===== src/rtl/mips_cpu_multdiv.sv =====
`default_nettype none
// ============================================================================
//  Module   : mips_cpu_multdiv
//  Purpose  : Multi-cycle MULT/MULTU/DIV/DIVU/MTHI/MTLO unit owning HI/LO.
//  Revision : 1.0 - initial release
// ============================================================================
module mips_cpu_multdiv #(
    parameter int WIDTH = 32
) (
    input  logic             clk,
    input  logic             reset,
    input  logic             start,
    input  logic [2:0]       op,
    input  logic [WIDTH-1:0] a,
    input  logic [WIDTH-1:0] b,
    output logic             busy,
    output logic             done,
    output logic [WIDTH-1:0] hi,
    output logic [WIDTH-1:0] lo
);

    localparam int CW = $clog2(WIDTH + 1);

    localparam logic [2:0] c_OP_MULT  = 3'd0;
    localparam logic [2:0] c_OP_MULTU = 3'd1;
    localparam logic [2:0] c_OP_DIV   = 3'd2;
    localparam logic [2:0] c_OP_DIVU  = 3'd3;
    localparam logic [2:0] c_OP_MTHI  = 3'd4;
    localparam logic [2:0] c_OP_MTLO  = 3'd5;

    typedef enum logic [1:0] {
        S_IDLE = 2'd0,
        S_MUL  = 2'd1,
        S_DIV  = 2'd2,
        S_FIX  = 2'd3
    } state_t;

    state_t           r_state;
    state_t           w_next;

    logic [WIDTH-1:0] r_hi;
    logic [WIDTH-1:0] r_lo;
    logic             r_done;
    logic [WIDTH-1:0] r_x;
    logic [WIDTH-1:0] r_y;
    logic             r_signed;
    logic             r_div0;
    logic [WIDTH-1:0] r_rem;
    logic [WIDTH-1:0] r_quo;
    logic [WIDTH-1:0] r_dvs;
    logic             r_sign_q;
    logic             r_sign_r;
    logic [CW-1:0]    r_cnt;

    logic             w_accept;
    logic             w_is_mul;
    logic             w_is_div;
    logic             w_b_zero;
    logic             w_sdiv;
    logic [WIDTH-1:0] w_abs_a;
    logic [WIDTH-1:0] w_abs_b;

    logic [2*WIDTH-1:0] w_ext_x;
    logic [2*WIDTH-1:0] w_ext_y;
    logic [2*WIDTH-1:0] w_prod;

    logic [WIDTH:0]   w_shift;
    logic             w_ge;
    logic [WIDTH-1:0] w_diff;

    assign w_accept = start && (r_state == S_IDLE);
    assign w_is_mul = (op == c_OP_MULT) || (op == c_OP_MULTU);
    assign w_is_div = (op == c_OP_DIV)  || (op == c_OP_DIVU);
    assign w_b_zero = (b == '0);
    assign w_sdiv   = (op == c_OP_DIV);
    assign w_abs_a  = (w_sdiv && a[WIDTH-1]) ? -a : a;
    assign w_abs_b  = (w_sdiv && b[WIDTH-1]) ? -b : b;

    // Sign-extending to double width lets one unsigned multiply serve both MULT and MULTU.
    assign w_ext_x  = {{WIDTH{r_signed & r_x[WIDTH-1]}}, r_x};
    assign w_ext_y  = {{WIDTH{r_signed & r_y[WIDTH-1]}}, r_y};
    assign w_prod   = w_ext_x * w_ext_y;

    // Restoring step: the shifted remainder needs one extra bit before the compare.
    assign w_shift  = {r_rem, r_quo[WIDTH-1]};
    assign w_ge     = (w_shift >= {1'b0, r_dvs});
    assign w_diff   = w_shift[WIDTH-1:0] - r_dvs;

    always_ff @(posedge clk) begin
        if (reset) begin
            r_state <= S_IDLE;
        end else begin
            r_state <= w_next;
        end
    end

    always_comb begin
        w_next = r_state;
        case (r_state)
            S_IDLE: begin
                if (w_accept) begin
                    if (w_is_mul || (w_is_div && w_b_zero)) begin
                        w_next = S_MUL;
                    end else if (w_is_div) begin
                        w_next = S_DIV;
                    end
                end
            end
            S_MUL:   w_next = S_IDLE;
            S_DIV:   if (r_cnt == CW'(WIDTH - 1)) w_next = S_FIX;
            S_FIX:   w_next = S_IDLE;
            default: w_next = S_IDLE;
        endcase
    end

    always_ff @(posedge clk) begin
        if (reset) begin
            r_hi     <= '0;
            r_lo     <= '0;
            r_done   <= 1'b0;
            r_x      <= '0;
            r_y      <= '0;
            r_signed <= 1'b0;
            r_div0   <= 1'b0;
            r_rem    <= '0;
            r_quo    <= '0;
            r_dvs    <= '0;
            r_sign_q <= 1'b0;
            r_sign_r <= 1'b0;
            r_cnt    <= '0;
        end else begin
            r_done <= 1'b0;
            case (r_state)
                S_IDLE: begin
                    if (w_accept) begin
                        case (op)
                            c_OP_MTHI: r_hi <= a;
                            c_OP_MTLO: r_lo <= a;
                            c_OP_MULT, c_OP_MULTU: begin
                                r_x      <= a;
                                r_y      <= b;
                                r_signed <= (op == c_OP_MULT);
                                r_div0   <= 1'b0;
                            end
                            c_OP_DIV, c_OP_DIVU: begin
                                if (w_b_zero) begin
                                    r_x    <= a;
                                    r_div0 <= 1'b1;
                                end else begin
                                    r_quo    <= w_abs_a;
                                    r_dvs    <= w_abs_b;
                                    r_rem    <= '0;
                                    r_cnt    <= '0;
                                    r_sign_q <= w_sdiv & (a[WIDTH-1] ^ b[WIDTH-1]);
                                    r_sign_r <= w_sdiv & a[WIDTH-1];
                                end
                            end
                            default: ;
                        endcase
                    end
                end
                S_MUL: begin
                    if (r_div0) begin
                        r_hi <= r_x;
                        r_lo <= '1;
                    end else begin
                        {r_hi, r_lo} <= w_prod;
                    end
                    r_done <= 1'b1;
                end
                S_DIV: begin
                    r_rem <= w_ge ? w_diff : w_shift[WIDTH-1:0];
                    r_quo <= {r_quo[WIDTH-2:0], w_ge};
                    r_cnt <= r_cnt + 1'b1;
                end
                S_FIX: begin
                    r_lo   <= r_sign_q ? -r_quo : r_quo;
                    r_hi   <= r_sign_r ? -r_rem : r_rem;
                    r_done <= 1'b1;
                end
                default: ;
            endcase
        end
    end

    assign busy = (r_state != S_IDLE);
    assign done = r_done;
    assign hi   = r_hi;
    assign lo   = r_lo;

endmodule
`default_nettype wire


===== config.mk =====
export PLATFORM = sky130hd
export DESIGN_NAME = mips_cpu_multdiv
export DESIGN_NICKNAME = d
export VERILOG_FILES = /design/src/rtl/mips_cpu_multdiv.sv
export SDC_FILE = /design/constraint.sdc
export NUM_CORES = 2
export LEC_CHECK = 0
export CAP_MARGIN = 20
export CORE_ASPECT_RATIO = 1.25
export CORE_MARGIN = 5
export CORE_UTILIZATION = 25
export DETAILED_ROUTE_END_ITERATION = 16
export GPL_TIMING_DRIVEN = 0
export RECOVER_POWER = 25
export SETUP_SLACK_MARGIN = 0.02
export SLEW_MARGIN = 40
export SYNTH_ARGS = -nofsm -noshare
export SYNTH_HDL_FRONTEND = slang
export SYNTH_SLANG_ARGS = --single-unit
export TNS_END_PERCENT = 50

===== constraint.sdc =====
create_clock -name clk -period 13.7 [get_ports clk]
set_clock_uncertainty 0.15 [all_clocks]
set_input_delay 2.74 -clock clk [delete_from_list [all_inputs] [get_ports clk]]
set_output_delay 2.74 -clock clk [all_outputs]
set_load 0.005 [all_outputs]

After elaboration in Yosys (flattened, before gate mapping):

Cells that the tools add are included.

* output and inout bits: 66
* register bits: 237
* input bits: 70
* word-level logic and storage cells: 104

* $lt $le $gt $ge: 1
* equality and inequality tests: 17
* reduce and logical (&&, ||, !) cells: 24
* $mul: 1
* muxes and demuxes: 35
* bitwise logic cells: 6
* add/sub/neg operators: 6

Operator list (number)
* $mux W32: 18
* $pmux W32 S2: 3
* $pmux W32 S3: 2
* $neg A32 Y32: 4
* $mul A33 B33 Y64: 1
* $ge A33 B32 Y1: 1
* $logic_not A32 Y1: 1
* $sub A32 B32 Y32: 1
* $mux W6: 3
* $pmux W6 S2: 1
* $reduce_and A3 Y1: 4
* $reduce_and A4 Y1: 3
* $mux W2: 4
* $ne A2 B2 Y1 const B: 4
* $add A6 B1 Y6 const B: 1
* $eq A3 B2 Y1 const B: 2
* $eq A3 B3 Y1 const B: 2
* $eq A6 B5 Y1 const B: 1
* $ne A2 B1 Y1 const B: 3
* $pmux W2 S3: 1
* $reduce_bool A2 Y1: 3
* $reduce_or A2 Y1: 3
* $and A1 B1 Y1: 4
* $eq A2 B2 Y1 const B: 2
* other kinds (12): 18

Depth between registers and ports, before layout:

* depth in word-level cells: 7
* mapped depth: 31
* mapped depth without buffers: 28

Worst setup path before layout:

OpenSTA, ideal clock, no wires.

* path kind: register to register
* from: register r_x[31]
* to: register r_hi[30] (netlist: hi[30])
* setup slack: 5.595 ns
* arrival: 7.877 ns
* data required time: 13.472 ns
* path buffers: 3
* cell stages (with the launch flop): 32
* cell sequence: dfxtp_1 > clkbuf_1 > and2_1 > clkbuf_1 > nand2_1 > inv_1 > fa_1 > inv_1 > fa_1 > inv_1 > fa_1 > fa_1 > inv_1 > fa_1 > inv_1 > fa_1 > inv_1 > fa_1 > fa_1 > inv_1 > ha_1 > clkbuf_1 > and2_0 > nand2_1 > nand2_1 > o21bai_1 > nor3_1 > and3_1 > o31ai_1 > xor2_1 > a21oi_1 > nor3_1

* word-level cells in the longest chain between the ends: 4

RTL lines
* start, declared: line 44 `logic [WIDTH-1:0] r_x;`
* start signal, assigned: line 121 `r_x <= '0;`
* start signal, assigned: line 140 `r_x <= a;`
* start signal, assigned: line 147 `r_x <= a;`
* $and A1 B1 Y1: line 80 `assign w_ext_x = {{WIDTH{r_signed & r_x[WIDTH-1]}}, r_x};`
* $mul A33 B33 Y64 *: line 82 `assign w_prod = w_ext_x * w_ext_y;`
* $mux W32 *: line 163 `if (r_div0) begin`
* $pmux W32 S3 *: line 133 `case (r_state)`
* end signal, assigned: line 164 `r_hi <= r_x;`
* end signal, assigned: line 167 `{r_hi, r_lo} <= w_prod;`
* end signal, assigned: line 178 `r_hi <= r_sign_r ? -r_rem : r_rem;`
* end, declared: line 41 `logic [WIDTH-1:0] r_hi;`

Mark *: on every way between the ends. The rest lies on a longest branch, timed or not.
A chain may end at the register's enable or synchronous reset.

Worst setup path in the final report:

* from: register r_x[31]
* to: register r_hi[18] (netlist: hi[18])

Same word-level chain as after synthesis.

==> metrics.yaml <==
outcome: "complete, no violations"
grt_overflow_total: 0
die_h_um: 519
internal_power_uw: 1540
crit_end: "hi[18]"
synth_top_area_share_pct: 43.5
cap_violations: 0
period_needed_ps: 10400
area_growth_syn_to_layout_pct: 11.2
hpwl_um: 187000
p_comb_share_pct: 41.6
placed_cells: 8883
totalPowerFinal_uw: 2690
clock-sinks: 237
r2r_slack_ps: 3300
setup_viol: 0
min_path_type: "reg2reg"
ys_ff_latch: 237
ctsResizeCount: 0
ctsLongestPathBuffers: 3
clockPowerShare_pct: 28.8
fin_util_pct: 28.0
path_class: "reg2reg"
antenna_found_initial: 31
clockRootBuffer: "clkbuf_16"
synth_cell_types: 83
fill_cells: 22200
gp_congestion: 1.00
final_cell_mix: "inv_1, fa_1, nand2_1, and2_1, clkbuf_1"
dr.pass1.iters: 7
dr.first_iter.drc_count: 3938
synthCells: 6031
switchingPower_uw: 1150
synth.avg_cell_area_um2: 8.59
dieWidth_um: 417
multi_input_area_um2: 41200
layout.nets: 7632
reg2regPathDepth: 29
final-hold-violation-count: 0
start_kind: "flip-flop"
seqPwrFrac_pct: 29.6
fin_cells: 8951
via_per_inst: 4.93
ant_nets: 0
max-slew-margin-rel_pct: 31.0
synthFlopType: "dfxtp_1"
cts_hold_buf: 0
r2r_end: "hi[18]"
timing.final.crit_share_pct: 75.9
tritoncts: "done"
worstSetupStartpoint: "r_x[31]"
synthesis.area_um2: 51800
synth_edf_count: 0
numPortBuffers: 123
required_ps: 14040
powerDensity_nw_per_um2: 46.6
core_um2: 206000
final_common_cell: "inv_1"
die_area_um2: 217000
synth_fp_nets: 7476
clk_pin_slew_worst_paths_ps: 70
netSwitchingFraction_pct: 42.7
post_drt_wl_per_cell_um: 24.7
grtUsageTotal_pct: 20.2
reg2reg_from: "r_x[31]"
tightest_slew_ps: 1030
path_max_fanout: 10
wirelength_um: 221000
max_freq_ghz: 0.0962
cpPeakStageDelay_ps: 710
cts_setup_buffers: 0
finalSetupTns_ps: 0
regArea_um2: 4750
async_flop_share_pct: 0
rsz0062_at_grt: "false"
drc: 0
cts_buffers: 27
grt_max_degree: 25
crit_slowest_cell: "fa_4"
num_rows: 186
grt_pass1_vias: 46800
post-synth-top-area-cell: "fa_1"
htree_levels: 1
cpMostUsedCell: "fa_1"
route.vias.total: 44100
synth_area_leaders: "fa_1, dfxtp_1, inv_1, nand2_1, ha_1"
endpoint_kind: "flip-flop"
cp.arrival_ps: 10740
yosys_warnings: 0
yosysSeqAreaShare_pct: 9.15
power_leakage_uw: 0.0262
peakVddDrop_mv: 0.116
final_max_slew_viol_count: 0
layout-drive-gt1-share_pct: 2.85
start_util_pct: 25.2
hold_ws_ps: 310
num_io_pins: 136
hold_depth: 2
clock_latency_ps: 580
grt_pass1_wl_um: 323000
## power groups by stage
stage          Sequential, µW  Combinational [µW]  Clock [µW]
2_1_floorplan             770                 696           0
3_3_place_gp              808                1090           0
3_5_place_dp              809                1100           0
4_1_cts                   793                1100         777
5_1_grt                   796                1190         800
6_report                  795                1120         773
## final cells by class
| type | instances | area share, % |
|---|---|---|
| antenna | 18 | 0.0782 |
| buffer | 393 | 2.74 |
| clock buffer | 33 | 1.26 |
| clock inverter | 16 | 0.330 |
| inverter | 1182 | 7.70 |
| multi-input combinational | 4219 | 71.5 |
| sequential | 237 | 8.24 |
| tap | 2726 | 5.92 |
| timing repair buffer | 127 | 2.24 |
## sequential cells by signal, indices dropped and copies added (netlist names)
signal	count
hi	32
lo	32
r_dvs	32
r_quo	32
r_rem	32
r_x	32
r_y	32
r_cnt	6
r_state	2
done	1
r_div0	1
r_sign_q	1
r_sign_r	1
r_signed	1
## how the worst min path moves through the flow
stage / endpoint / startpoint / slack (ps)
global placement: r_dvs[23] / r_dvs[23] / 290
finish: r_dvs[23] / r_dvs[23] / 310
floorplan: r_dvs[22] / r_dvs[22] / 280
global route: r_dvs[23] / r_dvs[23] / 320
detailed placement: r_dvs[23] / r_dvs[23] / 300
CTS: r_dvs[23] / r_dvs[23] / 310
## cells in the mapped netlist (12+ instances only)
cell,count
a211oi_1,67
a21o_1,49
a21oi_1,232
a221oi_1,37
a222oi_1,28
a31oi_1,17
and2_1,352
and3_1,34
clkbuf_1,377
dfxtp_1,237
fa_1,1126
ha_1,249
inv_1,1181
mux2i_1,17
nand2_1,1009
nand2b_1,14
nand3_1,29
nand4_1,23
nor2_1,256
nor2b_1,12
nor3_1,65
nor4_1,14
o211ai_1,15
o21ai_0,120
o21bai_1,20
o221ai_1,14
o31ai_1,32
o41ai_1,15
or2_2,14
or4_1,18
xnor2_1,116
xor2_1,101
## per-stage QoR
stage	setup WS [ps]	instance area [µm²]
3_3_place_gp	2820	56500
4_1_cts	3400	57500
6_report	3300	57600
5_1_grt	3060	57600
2_1_floorplan	5590	51800
3_5_place_dp	3460	56600
## per-layer routing
metal	global-route usage [%]	up-vias	part of all wire [%]
met5	0	-	0.030
met1	23.5	22600	36
met4	16.3	10	10
met2	33.3	2143	46
met3	2.96	647	7.2
li1	-	18800	-
## kinds of logic after synthesis
kind of cell,after synthesis,share of synthesized area [%]
mux,19,0.372
flops,237,9.15
xor+xnor,217,3.67
compound gates,732,9.39
simple gates,1876,16.5
buf+inv,1575,11.4
fa+ha+maj,1375,49.5
## worst max-delay path, delay by kind of cell (launching register included)
kind / cells / cell delay (ps)
DFF: 1 / 320
AOI/OAI and AO/OA: 7 / 1770
xor gates and xnor gates: 1 / 190
adders and majority gates: 9 / 4750
and+or+nand+nor: 4 / 1000
buffers and inverters: 8 / 2070
Power figures use the tool's default switching activity.
